### config.mk
export PLATFORM = sky130hd
export DESIGN_NAME = letc_core_stage_e2
export DESIGN_NICKNAME = d
export VERILOG_FILES = /design/src/rtl/letc_core_pkg.sv /design/src/rtl/letc_core_stage_e2.sv
export SDC_FILE = /design/constraint.sdc
export NUM_CORES = 1
export LEC_CHECK = 0
export BUFFER_PORTS_ARGS = -buffer_cell sky130_fd_sc_hd__buf_4
export CAP_MARGIN = 20
export CORE_MARGIN = 3
export CORE_UTILIZATION = 30
export CTS_CLUSTER_DIAMETER = 60
export DETAILED_ROUTE_END_ITERATION = 7
export PLACE_DENSITY = 0.55
export SLEW_MARGIN = 20
export SYNTH_ARGS = -nofsm -noshare
export SYNTH_HDL_FRONTEND = slang
export SYNTH_SLANG_ARGS = --single-unit
### constraint.sdc
create_clock -name i_clk -period 1.9 [get_ports i_clk]
set_clock_uncertainty 0.05 [all_clocks]
set_input_delay 0.095 -clock i_clk [delete_from_list [all_inputs] [get_ports i_clk]]
set_output_delay 0.095 -clock i_clk [all_outputs]
set_load 0.02 [all_outputs]
### src/rtl/letc_core_pkg.sv
// Shared LETC core pipeline types: memory-op encodings and the E1->E2->W stage bundles.
package letc_core_pkg;

  typedef enum logic [1:0] {
    MEM_OP_NOP   = 2'd0,
    MEM_OP_LOAD  = 2'd1,
    MEM_OP_STORE = 2'd2
  } memory_op_e;

  typedef enum logic [1:0] {
    SIZE_BYTE     = 2'd0,
    SIZE_HALFWORD = 2'd1,
    SIZE_WORD     = 2'd2
  } memory_size_e;

  typedef struct packed {
    logic         valid;
    logic [1:0]   rd_src;
    logic [4:0]   rd_idx;
    logic         rd_we;
    logic [2:0]   csr_op;
    logic [11:0]  csr_idx;
    logic [31:0]  old_csr_value;
    logic [31:0]  alu_result;
    logic [31:0]  rs2;
    memory_op_e   memory_op;
    memory_size_e memory_size;
    logic         memory_signed;
  } e1_to_e2_s;

  typedef struct packed {
    logic         valid;
    logic [1:0]   rd_src;
    logic [4:0]   rd_idx;
    logic         rd_we;
    logic [2:0]   csr_op;
    logic [11:0]  csr_idx;
    logic [31:0]  old_csr_value;
    logic [31:0]  alu_result;
    logic [31:0]  memory_rdata;
  } e2_to_w_s;

endpackage

### src/rtl/letc_core_stage_e2.sv
// LETC core E2 (memory) stage: issues one data-memory access at a time, aligns and
// extends load data, and registers the writeback bundle.
module letc_core_stage_e2
  import letc_core_pkg::*;
(
  input  logic        i_clk,
  input  logic        i_rst_n,
  input  e1_to_e2_s   i_e1_to_e2,
  input  logic        i_stage_stall,
  input  logic        i_stage_flush,
  output logic        o_stage_busy,
  output e2_to_w_s    o_e2_to_w,
  output logic        o_misaligned,
  output logic        o_dmem_req_valid,
  input  logic        i_dmem_req_ready,
  output logic [31:0] o_dmem_addr,
  output logic        o_dmem_wen,
  output logic [3:0]  o_dmem_wstrb,
  output logic [31:0] o_dmem_wdata,
  input  logic        i_dmem_rsp_valid,
  input  logic [31:0] i_dmem_rdata
);

  typedef enum logic [1:0] {IDLE, WAIT, DONE, DRAIN} state_e;

  state_e      state_reg, state_next;
  e2_to_w_s    e2_to_w_reg, e2_to_w_next;
  logic [31:0] hold_rdata_reg;

  logic        mem_op;
  logic        misaligned;
  logic [1:0]  offset;
  logic [31:0] shifted;
  logic [31:0] load_data;
  logic [3:0]  strb;
  logic [31:0] store_data;

  assign mem_op  = i_e1_to_e2.valid && (i_e1_to_e2.memory_op != MEM_OP_NOP);
  assign offset  = i_e1_to_e2.alu_result[1:0];
  assign shifted = i_dmem_rdata >> {offset, 3'b000};

  always_comb begin
    misaligned = 1'b0;
    strb       = 4'hF;
    load_data  = shifted;
    case (i_e1_to_e2.memory_size)
      SIZE_BYTE: begin
        strb      = 4'b0001 << offset;
        load_data = {{24{i_e1_to_e2.memory_signed & shifted[7]}}, shifted[7:0]};
      end
      SIZE_HALFWORD: begin
        misaligned = offset[0];
        strb       = 4'b0011 << offset;
        load_data  = {{16{i_e1_to_e2.memory_signed & shifted[15]}}, shifted[15:0]};
      end
      default: misaligned = (offset != 2'b00);
    endcase
    if (i_e1_to_e2.memory_op != MEM_OP_LOAD)
      load_data = '0;
  end

  // Each byte lane carries the replicated byte/halfword so memory can pick by strobe.
  for (genvar gi = 0; gi < 4; gi++) begin : g_lane
    assign store_data[gi*8 +: 8] =
      (i_e1_to_e2.memory_size == SIZE_BYTE)     ? i_e1_to_e2.rs2[7:0] :
      (i_e1_to_e2.memory_size == SIZE_HALFWORD) ? i_e1_to_e2.rs2[(gi % 2)*8 +: 8] :
                                                  i_e1_to_e2.rs2[gi*8 +: 8];
  end

  always_ff @(posedge i_clk) begin
    if (!i_rst_n) begin
      state_reg      <= IDLE;
      e2_to_w_reg    <= '0;
      hold_rdata_reg <= '0;
    end else begin
      state_reg   <= state_next;
      e2_to_w_reg <= e2_to_w_next;
      if (state_reg == WAIT && i_dmem_rsp_valid && i_stage_stall && !i_stage_flush)
        hold_rdata_reg <= load_data;
    end
  end

  always_comb begin
    state_next       = state_reg;
    o_dmem_req_valid = 1'b0;
    o_stage_busy     = 1'b0;
    o_misaligned     = 1'b0;
    o_dmem_addr      = '0;
    o_dmem_wen       = 1'b0;
    o_dmem_wstrb     = '0;
    o_dmem_wdata     = '0;
    case (state_reg)
      IDLE: begin
        o_misaligned = mem_op && misaligned && !i_stage_stall && !i_stage_flush;
        if (mem_op && !misaligned) begin
          o_dmem_addr      = {i_e1_to_e2.alu_result[31:2], 2'b00};
          o_dmem_wen       = (i_e1_to_e2.memory_op == MEM_OP_STORE);
          o_dmem_wstrb     = strb;
          o_dmem_wdata     = store_data;
          o_dmem_req_valid = !i_stage_stall && !i_stage_flush;
          o_stage_busy     = !i_stage_flush;
          if (o_dmem_req_valid && i_dmem_req_ready)
            state_next = WAIT;
        end
      end
      WAIT: begin
        o_stage_busy = !(i_dmem_rsp_valid && (!i_stage_stall || i_stage_flush));
        if (i_stage_flush)
          state_next = i_dmem_rsp_valid ? IDLE : DRAIN;
        else if (i_dmem_rsp_valid)
          state_next = i_stage_stall ? DONE : IDLE;
      end
      DONE: begin
        o_stage_busy = i_stage_stall && !i_stage_flush;
        if (i_stage_flush || !i_stage_stall)
          state_next = IDLE;
      end
      DRAIN: begin
        o_stage_busy = 1'b1;
        if (i_dmem_rsp_valid)
          state_next = IDLE;
      end
      default: state_next = IDLE;
    endcase
  end

  always_comb begin
    e2_to_w_next = e2_to_w_reg;
    if (i_stage_flush) begin
      e2_to_w_next.valid = 1'b0;
    end else if (!i_stage_stall) begin
      e2_to_w_next.valid = 1'b0;
      // Misaligned ops still carry their fields to W, but never as a valid instruction.
      if ((state_reg == IDLE && i_e1_to_e2.valid && (!mem_op || misaligned)) ||
          (state_reg == WAIT && i_dmem_rsp_valid) || state_reg == DONE) begin
        e2_to_w_next.valid         = !(state_reg == IDLE && mem_op);
        e2_to_w_next.rd_src        = i_e1_to_e2.rd_src;
        e2_to_w_next.rd_idx        = i_e1_to_e2.rd_idx;
        e2_to_w_next.rd_we         = i_e1_to_e2.rd_we;
        e2_to_w_next.csr_op        = i_e1_to_e2.csr_op;
        e2_to_w_next.csr_idx       = i_e1_to_e2.csr_idx;
        e2_to_w_next.old_csr_value = i_e1_to_e2.old_csr_value;
        e2_to_w_next.alu_result    = i_e1_to_e2.alu_result;
        e2_to_w_next.memory_rdata  = (state_reg == DONE) ? hold_rdata_reg :
                                     (state_reg == WAIT) ? load_data : 32'd0;
      end
    end
  end

  assign o_e2_to_w = e2_to_w_reg;

  rsp_only_when_outstanding: assert property (@(posedge i_clk) disable iff (!i_rst_n)
    !(i_dmem_rsp_valid && (state_reg == IDLE || state_reg == DONE)));

endmodule

# Word level (Yosys, flattened, before mapping)
# Cells that the tools add are included.
dict set report word_totals {
  regBits 154
  latchBits 0
  mem_bits_rw 0
  mem_bits_ro 0
  out_inout_bits 192
  mem_count 0
}
dict set report classes {
  addsub 0
  n_mul 0
  n_div 0
  order_cmp 0
  n_eq_ne 11
  shifts 3
  muxes 34
  bitwise_logic 5
  n_reduce_logical 32
}
# op n
set ops {}
lappend ops {{2-to-1 mux 32 bit} 7}
lappend ops {{2-to-1 mux 120 bit} 1}
lappend ops {{one-hot mux 32 bit (2 select lines)} 1}
lappend ops {{2-to-1 mux 8 bit} 5}
lappend ops {{right shift 32 x 5 -> 32 bit} 1}
lappend ops {{2-to-1 mux 2 bit} 8}
lappend ops {{logical AND 1 bit} 15}
lappend ops {{2-to-1 mux 4 bit} 2}
lappend ops {{inequality test 2 bit (second input constant)} 4}
lappend ops {{one-hot mux 2 bit (4 select lines)} 1}
lappend ops {{one-hot mux 4 bit (2 select lines)} 1}
lappend ops {{equality test 2 bit (second input constant)} 3}
lappend ops {{logical NOT 1 bit} 6}
lappend ops {{2-to-1 mux 1 bit} 6}
lappend ops {{AND reduction 5 bit} 1}
lappend ops {{equality test 2 x 1 -> 1 bit (second input constant)} 2}
lappend ops {{logical NOT 2 bit} 2}
lappend ops {{logical OR 1 bit} 4}
lappend ops {{one-hot mux 1 bit (4 select lines)} 1}
lappend ops {{nonzero test 2 bit} 2}
lappend ops {{<< shifter 1 x 2 -> 4 bit (first input constant)} 1}
lappend ops {{<< shifter 2 x 2 -> 4 bit (first input constant)} 1}
lappend ops {{inequality test 3 bit (second input constant)} 1}
lappend ops {{NOT 1 bit} 3}
lappend ops {{5 further kinds} 6}

# Logic depth before layout (Yosys ltp)
# Gate-level depths: netlist of the first run.
dict set report depth {
  ltp_word 8
  depth_mapped 10
  depth_no_buf 5
}

# Worst setup path before layout of the first run
# Ideal clock, no wire load.
dict set report synth_path {
  kind {register -> output}
  startpoint {register state_reg[0]}
  endpoint {output o_stage_busy}
  t_arrival_ps 1665
  t_required_ps 1755
  path_slack_ps 90
  path_stages_with_launch 8
  n_path_buf 2
  cell_sequence {dfxtp_1 > buf_2 > nor2_1 > o211ai_1 > nor2b_1 > clkbuf_1 > a21oi_1 > o21ai_0}
}
dict set report synth_via {
  elab_chain_len 2
}
# element line
set synth_lines {}
lappend synth_lines {{start, declared} letc_core_stage_e2.sv:26} ;# state_e state_reg, state_next;
lappend synth_lines {{start signal, assigned} letc_core_stage_e2.sv:76} ;# state_reg <= state_next;
lappend synth_lines {{equality test 2 bit (tied with other cells)} letc_core_stage_e2.sv:92} ;# case (state_reg)
lappend synth_lines {{one-hot mux 1 bit (4 select lines) *} letc_core_stage_e2.sv:92}
lappend synth_lines {{end, declared} letc_core_stage_e2.sv:11} ;# output logic o_stage_busy,
# Mark *: on every way between the ends. The rest lies on a longest branch, timed or not.

# Worst setup path in the final report of the first run
dict set report layout_path {
  startpoint {register state_reg[1]}
  endpoint {output o_dmem_wdata[13]}
}
dict set report layout_via {
  elab_chain_len 2
}
# element line
set layout_lines {}
lappend layout_lines {{logical NOT 2 bit} letc_core_stage_e2.sv:92}
lappend layout_lines {{2-to-1 mux 32 bit} letc_core_stage_e2.sv:92}
lappend layout_lines {{end, declared} letc_core_stage_e2.sv:19} ;# output logic [31:0] o_dmem_wdata,
# Every way passes these cells.

==> impl_results.md, run 1 <==
* Die Height at approximately 160 um
* Largest net degree at the start of global routing at 114
* Vias at just over 8000
* Seq/Total Area, Yosys at 41.6%
* Status: complete, but fails checks
* Max-Cap Viols at 0
* Worst IR drop on VDD at 481 uV
* F_max at 0.488 GHz
* Worst setup SP type: flip-flop
* Htree depth at 4
* Critical Path Sink Type: output port
* Drt drc at 0
* Final GP Congestion at 0.779
* Post-synthesis cell type count at 55
* Core ar. at 23900 um2
* # diodes at 0
* Post-synth top flop: dfxtp_1
* Num CTS Buffers at 17
* Synth Area in XOR/XNOR at less than 1%
* GRT Overall Usage at 20.9%
* Post-Synth Simple-Gate Area at 23.4%
* Clock sink total at 154
* Worst-skew pair later-pin latency at 420 ps
* Final worst path period need at 2050 ps
* Post-Route WL at 29900 um
* 1st-iter DRT viols at 485
* Initial Utilization at 31.0%
* Violated checks: setup timing
* Critical Path AT at 1900 ps
* CP max stage delay at around 330 ps
* Leakage at 0.00553 uW
* RSZ-0062 raised after global routing: yes
* Worst EP required at 1750 ps
* Hold Crit Class: input pin to flip-flop
* Drt first pass iters at 5
* Tot Pwr at 8510 uW
* NumNets Final at about 1500
* Power per cell area at 657 nW/um2
* Row count at 56
* Cell count after synthesis at 897
* Ys Warns at 0
* Layout cells sized above 1 at 39.6%
* Vias in the first global route at 8033
* Final instance area at 13000 um2
* CP cell instances: buf_6 -> nor2_2 -> o211ai_1 -> buf_4 -> nand2b_4 -> buf_6 -> a21oi_1 -> buf_4
* Synthesized cell area at 7400 um2
* Max-slew violations at 0
* Crit Path Max Fanout at 11
* Ys async rst share at 0%
* CTS Root Cell: clkbuf_16
* Clock Path Buffers at 2
* Ports at 355
* Global route overflow at 0
* Die Wd at 163 um
* Final hold vios at 0
* CTS tree: built
* Final core utilization at 54.2%
* Fraction of synthesized area in multiplexers at under 10%
* Max FFs per register at 120
* Placed Area at 10600 um2
* Avg Vias per Cell at 4.77
* First-pass GRT wire length at 44000 um
* Complex-gate fraction of the synthesized area at 24.2%
* Average wire per standard cell at 17.7 um
* Antenna violations before repair at 0
* CP max stage cell: dfxtp_2
* Number of flops mapped to enable cells by yosys at 0
* Final ANT Viol Nets at 0
* Layout area overhead at 75.0%
* Dominant combinational cell family by area after synthesis: compound AO/OA/AOI/OAI gates
* Fin crit share at 108%
* Synth Area in Adders at 0%
* Clock transition at the registers of the reported paths at around 70 ps
* Port-buffer cells at 352
* Total die area at 26600 um2
* Hpwl dp at about 20000 um
* Finish-stage setup viols at 65
* Mean post-synth cell area at 8.25 um2
* Setup WS post-layout at -150 ps
* Yosys reg bits at 154
* CP Class: flip-flop to output port
## cells in the mapped netlist, types with 2 or more instances
library cell | count | area share [%]
nand2_1 | 213 | 11
inv_1 | 3 | 0.15
nor3b_2 | 8 | 1.4
buf_1 | 3 | 0.15
nand4_1 | 2 | 0.17
nor3_1 | 5 | 0.34
o221a_1 | 9 | 1.4
a21oi_2 | 2 | 0.24
and2_1 | 39 | 3.3
o21ai_0 | 35 | 2.4
a32oi_1 | 7 | 0.83
nand2b_1 | 3 | 0.25
nor2_1 | 44 | 2.2
a21boi_1 | 33 | 3.3
o211ai_1 | 9 | 0.91
nor3b_1 | 2 | 0.20
mux2i_1 | 33 | 4.5
xnor2_1 | 2 | 0.24
a211oi_1 | 7 | 0.71
a21boi_0 | 55 | 5.6
dfxtp_1 | 154 | 42
a22oi_1 | 11 | 1.1
a221oi_2 | 5 | 1.0
a221oi_1 | 4 | 0.47
clkbuf_1 | 38 | 1.9
o21ai_1 | 9 | 0.61
buf_4 | 6 | 0.61
a31oi_1 | 3 | 0.25
nand3_1 | 16 | 1.1
buf_6 | 5 | 0.76
a21oi_1 | 39 | 2.6
a22o_1 | 15 | 1.8
nor2b_1 | 28 | 2.4
buf_2 | 26 | 1.8
or2_2 | 4 | 0.34
## logic make-up after synthesis
| group | count (synthesis) |
|---|---|
| AOI/OAI and AO/OA | 251 |
| buffers and inverters | 81 |
| xor gates and xnor gates | 3 |
| DFF | 154 |
| other | 1 |
| muxes | 35 |
| and+or+nand+nor | 372 |
## what timing repair did
action,CTS,global route
setup buffers,14,10
resized for setup,85,72
hold buffers,96,0
gates cloned,2,5
pin swaps,11,22
endpoints found under the setup margin,66,138
endpoints found under the hold margin,102,0
## report_power, final
group | total, uW | leakage (uW) | internal (uW) | switching, uW
Combinational | 1780 | 0.00399 | 916 | 867
Sequential | 3340 | 0.00125 | 3300 | 42.0
Clock | 3380 | 0.000286 | 1770 | 1610
## final timing paths
| kind | endpoint | cells after the start | slack, ps | startpoint |
|---|---|---|---|---|
| hold / removal | hold_rdata_reg[31] | 3 | 2 | i_dmem_rdata[31] |
| setup / recovery | o_dmem_wdata[13] | 8 | -150 | state_reg[1] |
| hold reg to reg | o_e2_to_w[92] | 2 | 400 | o_e2_to_w[92] |
| setup reg to reg | o_e2_to_w[21] | 8 | 40 | state_reg[0] |
## metal layers
| layer | track usage, % | up-vias | wire [um] |
|---|---|---|---|
| met3 | 5.28 | 31 | 1850 |
| met2 | 37.0 | 270 | 15200 |
| met5 | 0 | - | 0 |
| li1 | - | 3995 | - |
| met4 | 6.15 | 0 | 704 |
| met1 | 24.9 | 3749 | 12100 |
## critical path: cells and delay by family (launching register included)
kind	cells	cell delay (ps)
buffers and inverters	4	620
DFF	1	330
and+or+nand+nor	2	270
AOI/OAI and AO/OA	2	270
## area by class of cell
| type | count | area, um2 |
|---|---|---|
| Clock inverter | 15 | 163 |
| Tap cell | 319 | 399 |
| Inverter | 3 | 11.3 |
| Multi-Input combinational cell | 663 | 4270 |
| Clock buffer | 17 | 425 |
| Fill cell | 2168 | 10900 |
| Sequential cell | 154 | 3090 |
| Timing Repair Buffer | 515 | 4600 |
## cell usage in the layout, fill, tap and decap left out, drive strengths merged, types with 9 or more instances in the layout
master       netlist  final
nand2            213    213
o211ai             9      9
and2              40     40
nand3             16     16
dfxtp            154    154
a221oi             9      9
nor2b             28     28
o221a              9      9
a22oi             11     11
a21boi            88     88
a22o              15     15
a21oi             41     41
nor3b             10     10
o21ai             44     44
mux2i             33     33
inv                3     13
dlygate4sd3        0     95
buf               40    416
nor2              45     45
clkbuf            38     21
## metrics by stage
step / setup WS [ps] / std cells / setup TNS [ps] / hold WS [ps]
final: -150 / 1686 / -7420 / 1.57
after global routing: -222 / 1686 / -12550 / 17.7
after CTS: -146 / 1679 / -6460 / 10.2
after detailed placement: 79.2 / 1535 / 0 / 306
after global placement: 130 / 1535 / 0 / 301
after floorplan: 89.9 / 898 / 0 / 184
Power figures use the tool's default switching activity.
==> run 2: changes to the inputs <==
--- a/config.mk
+++ b/config.mk
@@ -7,6 +7,7 @@
 export LEC_CHECK = 0
 export BUFFER_PORTS_ARGS = -buffer_cell sky130_fd_sc_hd__buf_4
 export CAP_MARGIN = 20
+export CORE_ASPECT_RATIO = 0.9
 export CORE_MARGIN = 3
 export CORE_UTILIZATION = 30
 export CTS_CLUSTER_DIAMETER = 60
==> impl_results.md, run 2 (synthesis gave the netlist of run 1 again) <==
* Final hold vios at 0
* RSZ-0062 raised after global routing: yes
* Drt drc at 0
* Average wire per standard cell at ~18 um
* Reg2reg start: state_reg[0]
* Worst Tran Pin Value at 687 ps
* Most frequent cells in the layout: buf_4, nand2_1, dfxtp_1
* Slew margin rel. at 54.2%
* Setup WS post-layout at -189 ps
* Violated checks: setup timing
* Row count at 53
* Worst-skew pair later-pin latency at 430 ps
* Post-Route WL at roughly 30000 um
* Clock transition at the registers of the reported paths at around 70 ps
* Port-buffer cells at 352
* Global route overflow at 0
* Final ANT Viol Nets at 0
* Clock sink total at 154
* Final hold slack at 23.1 ps
* CP Class: flip-flop to output port
* Critical Path Sink Type: output port
* Htree depth at 4
* NumNets Final at roughly 1500
* Max-Cap Viols at 0
* Antenna violations before repair at 0
* Min-delay src: i_e1_to_e2[4]
* Fill cells at 2167
* Die Wd at 172 um
* Finish-stage setup viols at 65
* FF-to-FF setup slack at 50 ps
* Tot Pwr at 8610 uW
* Hold-critical path depth at 4
* Place WS at ~60 ps
* Vias at 8234
* Hold EP: hold_rdata_reg[31]
* Crit Path Max Fanout at 9
* 1st-iter DRT viols at 338
* Worst r2r dst: o_e2_to_w[107]
* Worst EP required at 1750 ps
* Vias in the first global route at 8135
* Final worst path period need at 2090 ps
* R2R cell count at 7
* Fin crit share at 110%
* Hpwl dp at approximately 20000 um
* Die Height at 155 um
* Power per cell area at 660 nW/um2
* Status: complete, but fails checks
* Ports at 355
* GRT Overall Usage at 21.0%
* Total die area at 26600 um2
* CTS tree: built
* Final instance area at 13000 um2
* Critical Path AT at approximately 1900 ps
* Layout cells sized above 1 at 40.3%
* Max FFs per register at 120
* Num CTS Buffers at 17
* Avg Vias per Cell at 4.92
* Layout area overhead at 76.2%
* Drt first pass iters at 4
* Core ar. at 23800 um2
* Clock Path Buffers at 2
* Worst IR drop on VDD at approximately 520 uV
* Hold Crit Class: input pin to flip-flop
* # diodes at 0
* Largest net degree at the start of global routing at 74
* Final GP Congestion at between 0.8 and 0.9
* CTS Root Cell: clkbuf_16
* Initial Utilization at 31.1%
* Worst setup SP type: flip-flop
* Placed Area at 10500 um2
* Max-slew violations at 0
* Most common cell after layout, fill and taps aside: buf_4
* Leakage at between 0.005 and 0.006 uW
* F_max at 0.479 GHz
* First-pass GRT wire length at between 40000 and 50000 um
==> run 2: worst max path at each step <==
| stage | end | cells after the start | slack [ps] | start |
|---|---|---|---|---|
| final | o_dmem_addr[7] | 8 | -190 | state_reg[0] |
| after floorplan | o_stage_busy | 7 | 90 | state_reg[0] |
| after global placement | hold_rdata_reg[26] | 8 | 80 | i_e1_to_e2[37] |
| after CTS | o_dmem_wdata[16] | 8 | -150 | state_reg[1] |
| after detailed placement | hold_rdata_reg[27] | 8 | 60 | i_e1_to_e2[37] |
| after global routing | o_dmem_addr[7] | 8 | -280 | state_reg[0] |
==> run 2: critical path, cell delays in order, from the launching register on <==
cell	delay, ps
dfxtp_2	330
buf_6	120
nor2_4	90
o211ai_1	200
nor2b_4	190
buf_12	160
buf_8	140
and2_1	140
buf_4	140
==> run 2: metal layers <==
metal	vias to the layer above	GRT usage [%]	share of wire, %
met4	0	6.67	2.9
met5	-	0	0
li1	4020	-	-
met1	3891	25.7	41
met2	268	37.0	51
met3	55	4.07	5.4
==> run 2: repair_timing <==
action | in CTS | in global routing
setup endpoints to repair | 69 | 131
pin swaps | 6 | 41
buffers inserted | 12 | 6
resized for setup | 66 | 114
cloned | 2 | 11
hold buffers | 98 | 0
endpoints found under the hold margin | 105 | 0
==> run 2: layout make-up <==
class,count,area [um2],area share [%]
clock buffer,17,425,3.26
tap,302,378,2.90
clock inverter,15,179,1.37
multi-input combinational,664,4310,33.1
sequential,154,3090,23.7
timing repair buffer,517,4650,35.7
inverter,3,11.3,0.0863
==> run 2: where the power goes <==
| part | leakage, uW | total, uW | internal [uW] | switching, uW |
|---|---|---|---|---|
| Clock | 0.000287 | 3440 | 1780 | 1660 |
| Sequential | 0.00125 | 3340 | 3300 | 42.2 |
| Combinational | 0.00401 | 1820 | 931 | 891 |
==> run 2: metrics by stage <==
stage          setup TNS [ps]  std cells  util [%]
2_1_floorplan               0        898         -
3_3_place_gp                0       1517      44.0
3_5_place_dp                0       1517      44.0
4_1_cts                 -5900       1660      52.2
5_1_grt                -13700       1672      54.8
6_report                -8150       1672      54.8
==> run 3: changes to the inputs <==
--- a/config.mk
+++ b/config.mk
@@ -10,6 +10,7 @@
 export CORE_ASPECT_RATIO = 0.9
 export CORE_MARGIN = 3
 export CORE_UTILIZATION = 30
+export CTS_BUF_LIST = sky130_fd_sc_hd__clkbuf_4
 export CTS_CLUSTER_DIAMETER = 60
 export DETAILED_ROUTE_END_ITERATION = 7
 export PLACE_DENSITY = 0.55
==> impl_results.md, run 3 (synthesis gave the netlist of run 1 again) <==
* Non-Filler Instances at 1699
* Initial Utilization at 31.1%
* CP max stage cell: dfxtp_2
* F_max at 0.450 GHz
* Average wire per standard cell at 18.2 um
* Max-slew violations at 0
* Largest net degree at the start of global routing at 74
* Place WS at 60.2 ps
* Final hold slack at 83.5 ps
* Total die area at 26600 um2
* CP top delay family: buffers and inverters
* Status: complete, but fails checks
* Clock sink total at around 150
* Final hold vios at 0
* Violated checks: setup timing
* Layout cells sized above 1 at around 39%
* Power share of the combinational group at 25.3%
* Ports at about 360
* Clk pwr share at 29.0%
* Drt drc at 0
* Final ANT Viol Nets at 0
* Hpwl dp at 20300 um
* Worst-skew pair later-pin latency at 550 ps
* Die Height at 155 um
* Most common cell after layout, fill and taps aside: buf_4
* R2R cell count at 7
* Vias in the first global route at 8289
* Vias at 8340
* Worst setup SP type: flip-flop
* Max-Cap Viols at 0
* Core ar. at 23800 um2
* CTS tree: built
* Crit Path Max Fanout at 10
* Setup WS post-layout at -324 ps
* Antenna violations before repair at 1
* Worst IR drop on VDD at 327 uV
* GRT Overall Usage at a little over a fifth
* Htree depth at 4
* Clock transition at the registers of the reported paths at around 160 ps
* Hold EP: hold_rdata_reg[18]
* Row count at 53
* CTS Root Cell: clkbuf_4
* 1st-iter DRT viols at ~330
* First-pass GRT wire length at 44500 um
* Clock Path Buffers at 2
* Drt first pass iters at 5
* Fin crit share at 117%
* Avg Vias per Cell at 4.91
* Finish-stage setup viols at 71
* Internal at between 4000 and 5000 uW
* Leakage at 0.00551 uW
* Reg power frac at 45.7%
* P_sw at around 2500 uW
* Max FFs per register at 120
* Min-delay src: i_e1_to_e2[2]
* Reg area at 3090 um2
* Num CTS Buffers at 17
* Worst Setup SP: state_reg[0]
* Layout area overhead at 75.4%
* CP max stage delay at 360 ps
* Hold-critical path depth at 4
* Worst EP required at 1750 ps
* Sw Share at 33.4%
* Reg2reg start: state_reg[1]
* Final core utilization at 54.6%
* Post-Route WL at 30900 um
* Placed cells at between 1500 and 2000
* Critical Path Sink Type: output port
* Die Wd at 172 um
* Area of the multi-input gates at 4360 um2
* CP cell instances: buf_6 -> nor2_4 -> o211ai_1 -> nor2b_4 -> buf_12 -> buf_12 -> and2_1 -> buf_6
* Global route overflow at 0
* Final worst path period need at 2220 ps
* Slew margin rel. at between 50% and 60%
* CP Class: flip-flop to output port
* Fill cells at 2201
* RSZ-0062 raised after global routing: yes
* FF-to-FF setup slack at -110 ps
* Final GP Congestion at 0.809
* Most frequent cells in the layout: buf_4, nand2_1, dfxtp_1
* Critical Path AT at about 2100 ps
* Hold Crit Class: input pin to flip-flop
* Post-route setup TNS at -18780 ps
* NumNets Final at 1546
* Worst Tran Pin Value at 682 ps
* Crit path buf inv count at 4
* Worst r2r dst: state_reg[0]
* Power per cell area at approximately 560 nW/um2
* Port-buffer cells at ~350
-- run 3: changes by cell type in the layout (fill, tap and decap cells not counted), sizes merged --
cell | previous run | this run
buf | 413 | 414
clkbuf | 24 | 23
diode | 0 | 1
dlygate4sd3 | 97 | 123
-- run 3: metal layers --
| metal | vias to the layer above | wire, um | share of wire [%] | track usage (%) |
|---|---|---|---|---|
| met5 | - | 0 | 0 | 0 |
| met4 | 0 | 812 | 2.6 | 6.90 |
| met3 | 48 | 1670 | 5.4 | 4.29 |
| met2 | 280 | 15800 | 51 | 37.1 |
| met1 | 3948 | 12600 | 41 | 25.6 |
| li1 | 4064 | - | - | - |
-- run 3: layout make-up --
| class | count | share of cell area (%) |
|---|---|---|
| sequential | 154 | 23.8 |
| tap | 302 | 2.91 |
| timing repair buffer | 543 | 37.3 |
| clock inverter | 15 | 1.38 |
| multi-input combinational | 664 | 33.6 |
| clock buffer | 17 | 0.982 |
| antenna | 1 | 0.0193 |
| inverter | 3 | 0.0867 |
-- run 3: through the flow --
stage / cell area, um2 / power [uW]
6_report: 13000 / 7330
4_1_cts: 12300 / 7220
3_5_place_dp: 10500 / 4820
5_1_grt: 13000 / 7680
2_1_floorplan: 7410 / 4100
3_3_place_gp: 10500 / 4820
-- run 3: worst max path at each step --
stage,to,cells after the start
final,o_dmem_addr[2],8
after global routing,o_dmem_addr[7],8
after CTS,o_dmem_addr[31],7
after detailed placement,hold_rdata_reg[27],8
after global placement,hold_rdata_reg[26],8
after floorplan,o_stage_busy,7
-- run 3: power groups by stage --
stage	Clock (uW)	Sequential, uW	Combinational, uW
5_1_grt	2330	3360	1980
6_report	2120	3350	1860
2_1_floorplan	0	3510	594
3_3_place_gp	0	3420	1400
4_1_cts	2200	3350	1670
3_5_place_dp	0	3420	1400
-- run 3: worst min-delay path: stages --
cell and delay, ps:
buf_4 130, buf_4 190, o21ai_0 100, a22o_1 130
-- run 3: what timing repair did --
item	CTS	global route
endpoints found under the setup margin	70	141
resized for setup	43	130
hold endpoints to repair	134	0
cloned	0	10
hold buffers	123	0
buffers inserted	12	11
pin swaps	5	34
